$ cat src/rtl/dial_cmd_sequencer.sv
// dial_cmd_sequencer: parses an ASCII "L68\nR48\n" stream into
// direction/distance rotation commands for the dial core.
module dial_cmd_sequencer #(
  parameter int DIST_W = 8,
  parameter int CNT_W  = 16
) (
  input  logic              clk,
  input  logic              rst,
  input  logic              in_valid,
  output logic              in_ready,
  input  logic [7:0]        in_byte,
  input  logic              in_last,
  output logic              cmd_valid,
  input  logic              cmd_ready,
  output logic              cmd_dir,
  output logic [DIST_W-1:0] cmd_dist,
  output logic [CNT_W-1:0]  cmd_count,
  output logic              done,
  output logic              err
);

  localparam int AW = DIST_W + 4;
  localparam logic [AW-1:0] MAX_DIST = AW'((1 << DIST_W) - 1);

  localparam logic [7:0] CH_L  = 8'h4C;
  localparam logic [7:0] CH_R  = 8'h52;
  localparam logic [7:0] CH_LF = 8'h0A;
  localparam logic [7:0] CH_CR = 8'h0D;
  localparam logic [7:0] CH_SP = 8'h20;
  localparam logic [7:0] CH_0  = 8'h30;
  localparam logic [7:0] CH_9  = 8'h39;

  typedef enum logic [2:0] {
    IDLE, DIR, DIGITS, ISSUE, DONE, ERROR
  } state_t;

  state_t state, nxt;

  logic [DIST_W-1:0] acc, acc_nxt;
  logic              dir_r, dir_nxt;
  logic              last_pending, lp_nxt;

  logic          in_fire;
  logic          is_dir, is_ws, is_term, is_digit;
  logic [3:0]    dval;
  logic [AW-1:0] acc_mul;
  logic          ovf;

  assign in_fire  = in_valid & in_ready;
  assign is_dir   = (in_byte == CH_L) || (in_byte == CH_R);
  assign is_term  = (in_byte == CH_LF) || (in_byte == CH_CR);
  assign is_ws    = is_term || (in_byte == CH_SP);
  assign is_digit = (in_byte >= CH_0) && (in_byte <= CH_9);
  assign dval     = in_byte[3:0];
  assign acc_mul  = AW'(acc) * AW'(10) + AW'(dval);
  assign ovf      = acc_mul > MAX_DIST;

  always_comb begin
    nxt     = state;
    acc_nxt = acc;
    dir_nxt = dir_r;
    lp_nxt  = last_pending;
    unique case (state)
      IDLE: if (in_fire) begin
        if (is_dir) begin
          if (in_last) begin
            nxt = ERROR;
          end else begin
            nxt     = DIR;
            dir_nxt = (in_byte == CH_R);
            acc_nxt = '0;
          end
        end else if (is_ws) begin
          if (in_last) nxt = DONE;
        end else begin
          nxt = ERROR;
        end
      end
      DIR: if (in_fire) begin
        if (is_digit) begin
          acc_nxt = DIST_W'(dval);
          lp_nxt  = in_last;
          nxt     = in_last ? ISSUE : DIGITS;
        end else begin
          nxt = ERROR;
        end
      end
      DIGITS: if (in_fire) begin
        if (is_digit) begin
          if (ovf) begin
            nxt = ERROR;
          end else begin
            acc_nxt = acc_mul[DIST_W-1:0];
            lp_nxt  = in_last;
            nxt     = in_last ? ISSUE : DIGITS;
          end
        end else if (is_term) begin
          lp_nxt = in_last;
          nxt    = ISSUE;
        end else begin
          nxt = ERROR;
        end
      end
      ISSUE: if (cmd_ready) begin
        nxt = last_pending ? DONE : IDLE;
      end
      DONE:  nxt = DONE;
      ERROR: nxt = ERROR;
      default: nxt = ERROR;
    endcase
  end

  always_ff @(posedge clk) begin
    if (rst) begin
      state        <= IDLE;
      acc          <= '0;
      dir_r        <= 1'b0;
      last_pending <= 1'b0;
      in_ready     <= 1'b1;
      cmd_valid    <= 1'b0;
      cmd_dir      <= 1'b0;
      cmd_dist     <= '0;
      cmd_count    <= '0;
      done         <= 1'b0;
      err          <= 1'b0;
    end else begin
      state        <= nxt;
      acc          <= acc_nxt;
      dir_r        <= dir_nxt;
      last_pending <= lp_nxt;
      in_ready     <= (nxt == IDLE) || (nxt == DIR) || (nxt == DIGITS);
      cmd_valid    <= (nxt == ISSUE);
      done         <= (nxt == DONE);
      err          <= (nxt == ERROR);
      // command fields are captured once on ISSUE entry and held after
      if (nxt == ISSUE && state != ISSUE) begin
        cmd_dir  <= dir_nxt;
        cmd_dist <= acc_nxt;
      end
      if (state == ISSUE && cmd_ready) begin
        cmd_count <= cmd_count + 1'b1;
      end
    end
  end

endmodule
$ cat config.mk
export PLATFORM = sky130hd
export DESIGN_NAME = dial_cmd_sequencer
export DESIGN_NICKNAME = d
export VERILOG_FILES = /design/src/rtl/dial_cmd_sequencer.sv
export SDC_FILE = /design/constraint.sdc
export NUM_CORES = 1
export LEC_CHECK = 0
export ABC_AREA = 1
export BUFFER_PORTS_ARGS = -buffer_cell sky130_fd_sc_hd__clkbuf_2
export CAP_MARGIN = 20
export CORE_ASPECT_RATIO = 0.9
export CORE_MARGIN = 2
export CORE_UTILIZATION = 39
export CTS_CLUSTER_DIAMETER = 60
export DETAILED_ROUTE_END_ITERATION = 10
export PLACE_DENSITY = 0.69
export SLEW_MARGIN = 20
export SYNTH_ARGS = -nofsm -noshare
export SYNTH_HDL_FRONTEND = slang
export SYNTH_SLANG_ARGS = --single-unit
$ cat constraint.sdc
create_clock -name clk -period 5.5 [get_ports clk]
set_clock_uncertainty 0.15 [all_clocks]
set_input_delay 0.825 -clock clk [delete_from_list [all_inputs] [get_ports clk]]
set_output_delay 0.825 -clock clk [all_outputs]
set_load 0.05 [all_outputs]
# --- After elaboration in Yosys (flattened, before gate mapping) ---
# Cells that the tools add are included.
word_totals:
  in_bits: 13
  word_cells: 85
  regBits: 42
  out_inout_bits: 29
op_classes:
  eq_ne: 20
  n_addsub: 2
  muxes: 35
  order_cmp: 3
  reduce_logical: 12
  multipliers: 1
  bitwise_logic: 1
ops:
  columns: ["operator", "count"]
  rows:
  - ["$mux W8", 8]
  - ["$mux W3", 13]
  - ["$pmux W8 S3", 1]
  - ["$add A16 B1 Y16 const B", 1]
  - ["$eq A8 B4 Y1 const B", 2]
  - ["$eq A8 B7 Y1 const B", 2]
  - ["$pmux W3 S5", 1]
  - ["$add A12 B4 Y12", 1]
  - ["$eq A3 B2 Y1 const B", 4]
  - ["$gt A12 B8 Y1 const B", 1]
  - ["$mul A8 B3 Y11 const B", 1]
  - ["$mux W1", 11]
  - ["$eq A3 B3 Y1 const B", 3]
  - ["$eq A8 B6 Y1 const B", 1]
  - ["$ge A8 B6 Y1 const B", 1]
  - ["$le A8 B6 Y1 const B", 1]
  - ["$eq A3 B1 Y1 const B", 2]
  - ["$logic_not A3 Y1", 2]
  - ["$ne A2 B2 Y1 const B", 3]
  - ["$ne A3 B3 Y1 const B", 2]
  - ["$reduce_and A6 Y1", 1]
  - ["$logic_or A1 B1 Y1", 5]
  - ["$logic_and A1 B1 Y1", 3]
  - ["$ne A3 B2 Y1 const B", 1]
  - ["other kinds (3)", 3]

# --- Logic depth before layout (Yosys ltp) ---
depth:
  word_depth: 10
  mapped_depth: 20
  depth_no_buf: 20

# --- Worst setup path after synthesis ---
# Ideal clock, no wire load.
synth_timing:
  path_kind: "input-to-reg"
  start: "in in_byte[1]"
  end: "reg cmd_dist[3]"
  path_buffers: 0
  setup_ns: 0.113
  slack_ns: 2.678
  stages: 15
  required_time_ns: 5.237
  arrival_ns: 2.559
  cell_sequence: "ha_1 inv_1 fa_1 o21ai_0 nand2_1 nand3_1 nand3_2 nand4_2 o21ai_1 nand2_2 inv_2 nor2_4 nand2_2 nor2_1 nor2_1"
synth_via:
  elab_chain_len: 9
  elab_cells_between_ends: 33
  classes_between: "1 x add/sub; 3 x order compare; 6 x eq/ne; 18 x mux; 5 x reduce/logical"
synth_lines:
  columns: ["element", "line_no", "text"]
  rows:
  - ["from (decl)", "11", "input logic [7:0] in_byte,"]
  - ["parallel branches: the longest is 9 deep, another holds $add A12 B4 Y12", null, null]
  - ["to (signal assigned)", "138", "cmd_dist <= acc_nxt;"]
  - ["to (decl)", "16", "output logic [DIST_W-1:0] cmd_dist,"]
# Several ways; the timed one is not identified.
# A chain may end at the register's enable or synchronous reset.

# --- Final worst setup path ---
layout_timing:
  start: "reg acc[2]"
  end: "reg cmd_dist[0]"
layout_via:
  elab_chain_len: 9
  elab_cells_between_ends: 13
  classes_between: "1 x add/sub; 1 x mul; 1 x order compare; 1 x eq/ne; 8 x mux; 1 x reduce/logical"
layout_lines:
  columns: ["element", "line_no", "text"]
  rows:
  - ["from (decl)", "39", "logic [DIST_W-1:0] acc, acc_nxt;"]
  - ["from (signal assigned)", "128", "acc <= acc_nxt;"]
  - ["$mul A8 B3 Y11 *", "55", "assign acc_mul = AW'(acc) * AW'(10) + AW'(dval);"]
  - ["$add A12 B4 Y12 *", "55", null]
  - ["$gt A12 B8 Y1 *", "56", "assign ovf = acc_mul > MAX_DIST;"]
  - ["$mux W3", "90", "if (ovf) begin"]
  - ["$mux W3", "89", "if (is_digit) begin"]
  - ["$mux W3", "88", "DIGITS: if (in_fire) begin"]
  - ["$pmux W3 S5", "63", "unique case (state)"]
  - ["$eq A3 B2 Y1", "136", "if (nxt == ISSUE && state != ISSUE) begin"]
  - ["$logic_and A1 B1 Y1", "136", null]
# Mark *: on every way between the ends. The rest lies on a longest branch, timed or not.

==> out/summary.md <==
The post-CTS setup buffer count was 0; the fraction of layout instances using a drive strength above 1 was 0.188. Summed over all layers, the global routing overflow is 0. In the routed design, unresolved DRC markers number 0.

The clock buffer count from CTS was 5. The post-synthesis sequential element count is 42. The fraction of power consumed by sequential logic is 0.482, and the total number of nets in the final design is 509. Summing every instance area after synthesis gives 2930 µm². The count of nets left with antenna violations once routing finished came out at 0.

The tools report the cell at the root of the clock tree as clkbuf_8. Dividing the detail-routed wire length by the instance count gives 11.8 µm. Setup violations remaining at the end of the flow were counted as 0. The logs give 3250 ps for the data arrival time of the critical path and 6760 µm for the routed wire length.

The design draws 674 µW. The number of optimization iterations in the first detailed-route pass is 4, and the clock share of power is 0.298. For the count of warnings emitted by yosys, the log shows 0. The worst hold margin was 335 ps; the hold buffer count at cts was 0. The number of placement rows is 29.

The signal on the critical path passes through ha_1 -> ha_1 -> inv_1 -> fa_1 -> nor2_1 -> nand2_1 -> nor2_2 -> nand2_2 -> nand2_4 -> nand4_2 -> nand2_1 -> nand2_2 -> nand2_2 -> nand2_2 -> o21ai_2 -> nand2_2 -> nor2_1 -> nor2_1. The floorplan die area was 8230 µm²; the maximum number of pins on one net before global-route repair was 27. In this run, post-CTS repair resized a total of 0 instances.

The number of nets in the synthesized netlist is 465. Dividing the synthesized area by the synthesized cell count gives 6.75 µm². The worst slew margin relative to its limit is 0.416. The maximum buffer depth of the clock tree was 2; the number of buffers added on ports was 41. Internal power comes to 460 µW.

The detail-routed via count per cell works out to 4.96. Most frequently used flop master after synthesis: dfxtp_1. The delay contributed by the slowest stage of the critical path was 510 ps.

In this run, distinct cell masters in the synthesized netlist total 41. Once detailed placement completed, the half-perimeter wirelength came to 5370 µm. The worst setup path is captured at a flop. Counting flops with a built-in enable in the synthesized netlist gives 0.

The run gives 0.881 as the global placement routability congestion. The required time of the worst setup path is 5540 ps, and the total negative slack is 0 ps. The repair_antennas step left the layout with diodes totalling 0. The power density over the cells was 203 nW/µm². Clock tree synthesis found a total of 42 sinks.

The startpoint-to-endpoint class of the critical path is reg -> reg. The min-delay analysis places its worst path in the category reg -> reg. Among all cell types in the netlist, the one instantiated most often is nand2_1.

The logs give 0.151 mV for the worst vdd rail ir drop and 2838 for the via count. The synthesized netlist cell count was 434; the all-layer global routing usage was 0.171. The tools report the starting density of the core as 0.408. Along the worst path, the maximum fanout reaches 6. The tools report the number of placed I/O pins as 42. The first global-routing pass estimated 11400 µm of wire. The region available for standard cell placement spans 7180 µm². TritonCTS built the clock tree.

After clock tree synthesis, the clock-pin slew on the worst setup and hold paths is 80 ps. The final period utilization was 0.585; the reported max-cap violation count was 0. The horizontal die dimension is 95.4 µm.

In this design, the critical path's most frequently occurring cell is nand2_2. Deepest level of the CTS H-tree: 2. Setup slack on the critical path of the routed design comes to 2280 ps. For the part of the total power dissipated in combinational logic, the log shows 0.220. The via count of the first global-routing pass was 2594. The cell type with the largest total area after synthesis is dfxtp_1.

The worst path needs 3220 ps of the cycle, external delays included. Setup repair after global routing left no endpoint under its margin. The area growth from synthesis to final layout was 13.5%. The total count of max-transition violations in the final report is 0, and the number of hold violations in the final report is 0. The share of the synthesized area in the top cell type is 0.287. The run finished with clean final reports. The largest individual stage delay along the critical path comes from the cell fa_1.

The detailed router finished its first iteration with 112 violations. Ranked by instance count, the synthesized netlist is headed by 82 x nand2_1, 69 x inv_1, 50 x nor2_1, 42 x dfxtp_1, 36 x nand3_1. The die span in y came out at 86.3 µm. The latest clock arrival within the worst-skew pair was 280 ps; the top achievable clock speed was 0.311 GHz.

The analysis attributes to net switching a power of 214 µW. Summed over all cells, the static leakage comes to 0.00158 µW. Including well taps, the total number of placed cells is 564. The switching portion of total power was 0.317; the post-placement setup slack was 2280 ps. The finished layout holds 572 standard cells, fillers aside.

Sorting the synthesized cells by area gives the leading types as dfxtp_1 29%, nand2_1 10%, inv_1 8.8%. The number of antenna violations at the first check in global routing is 0. STA classifies the critical path startpoint as a flop. The tools report the sequential area share after synthesis as 0.287. The share of synthesized registers carrying an async set or reset was 0; the slew of the pin with the lowest slew margin was 871 ps.
[cells by family (layout without fill, tap and decap cells)]
| kind of cell | count (synthesis) | in the layout | share of synthesized area |
|---|---|---|---|
| XOR/XNOR | 5 | 5 | 0.0149 |
| AND/OR/NAND/NOR | 228 | 228 | 0.396 |
| adder cells (fa/ha/maj) | 18 | 18 | 0.0819 |
| buffers and inverters | 79 | 124 | 0.102 |
| AO/OA/AOI/OAI | 62 | 62 | 0.118 |
| flip-flops | 42 | 42 | 0.287 |
[power by group through the flow]
| stage | logic (µW) | registers (µW) | clock network, µW |
|---|---|---|---|
| final | 148 | 325 | 201 |
| after global routing | 164 | 326 | 222 |
| after CTS | 147 | 325 | 208 |
| after detailed placement | 145 | 332 | 0 |
| after global placement | 144 | 332 | 0 |
| after floorplan | 97.6 | 343 | 0 |
[path summary, 6_finish.rpt]
kind	startpoint	to	slack [ps]	cells after the start
min reg2reg	cmd_dir$_SDFFE_PP0P_	cmd_dir$_SDFFE_PP0P_	340	2
min	cmd_dir$_SDFFE_PP0P_	cmd_dir$_SDFFE_PP0P_	340	2
max reg2reg	acc[2]$_SDFF_PP0_	cmd_dist[0]$_SDFFE_PP0P_	2280	18
max	acc[2]$_SDFF_PP0_	cmd_dist[0]$_SDFFE_PP0P_	2280	18
[state kept, by name (all words and copies together), names as in the netlist]
signal        count
acc               8
cmd_count        16
cmd_dir           1
cmd_dist          8
cmd_valid         1
dir_r             1
done              1
err               1
in_ready          1
last_pending      1
state             3
[critical path: cells and delay by family (launching register included)]
family | cells | cell delay (ps)
adder cells (fa/ha/maj) | 3 | 910
AND/OR/NAND/NOR | 13 | 1310
buffers and inverters | 1 | 70
flip-flops | 1 | 490
AO/OA/AOI/OAI | 1 | 180
[cell usage in the layout (no fill, tap or decap), types with 2 or more instances in the layout]
cell type,instances
nand4_2,2
o221ai_1,2
nor2_4,4
nand2_2,11
nor3b_1,2
fa_1,2
nand4_1,10
nand3_1,36
o21ai_0,20
xor2_1,3
xnor2_1,2
nor3_2,2
nand2_1,82
and2_1,5
o21ai_1,2
clkinv_2,2
inv_2,5
a31oi_1,2
nor2_1,50
nand2_4,2
o211ai_1,3
nand3_2,4
inv_1,69
o21a_1,3
a21oi_1,26
ha_1,16
nor2_2,5
nor3_1,7
dfxtp_1,42
clkbuf_8,6
clkbuf_2,41
[per-layer routing]
metal,GRT usage,part of all wire
met3,0.0304,0.043
met1,0.222,0.47
met2,0.287,0.47
met4,0.0558,0.019
met5,0,0
[through the flow]
stage               area, µm²  utilization
finish                   3330        0.463
global route             3330        0.463
CTS                      3330        0.463
detailed placement       3240        0.450
global placement         3240        0.450
floorplan                2930            -
[area by class of cell]
class                           instances  area (µm²)
Sequential cell                        42         841
Clock buffer                            7        86.3
Tap cell                               93         116
Clock inverter                          1        5.00
Timing Repair Buffer                   41         205
Inverter                               75         283
Multi-Input combinational cell        313        1790
Fill cell                             761        3860
Power figures use the tool's default switching activity.
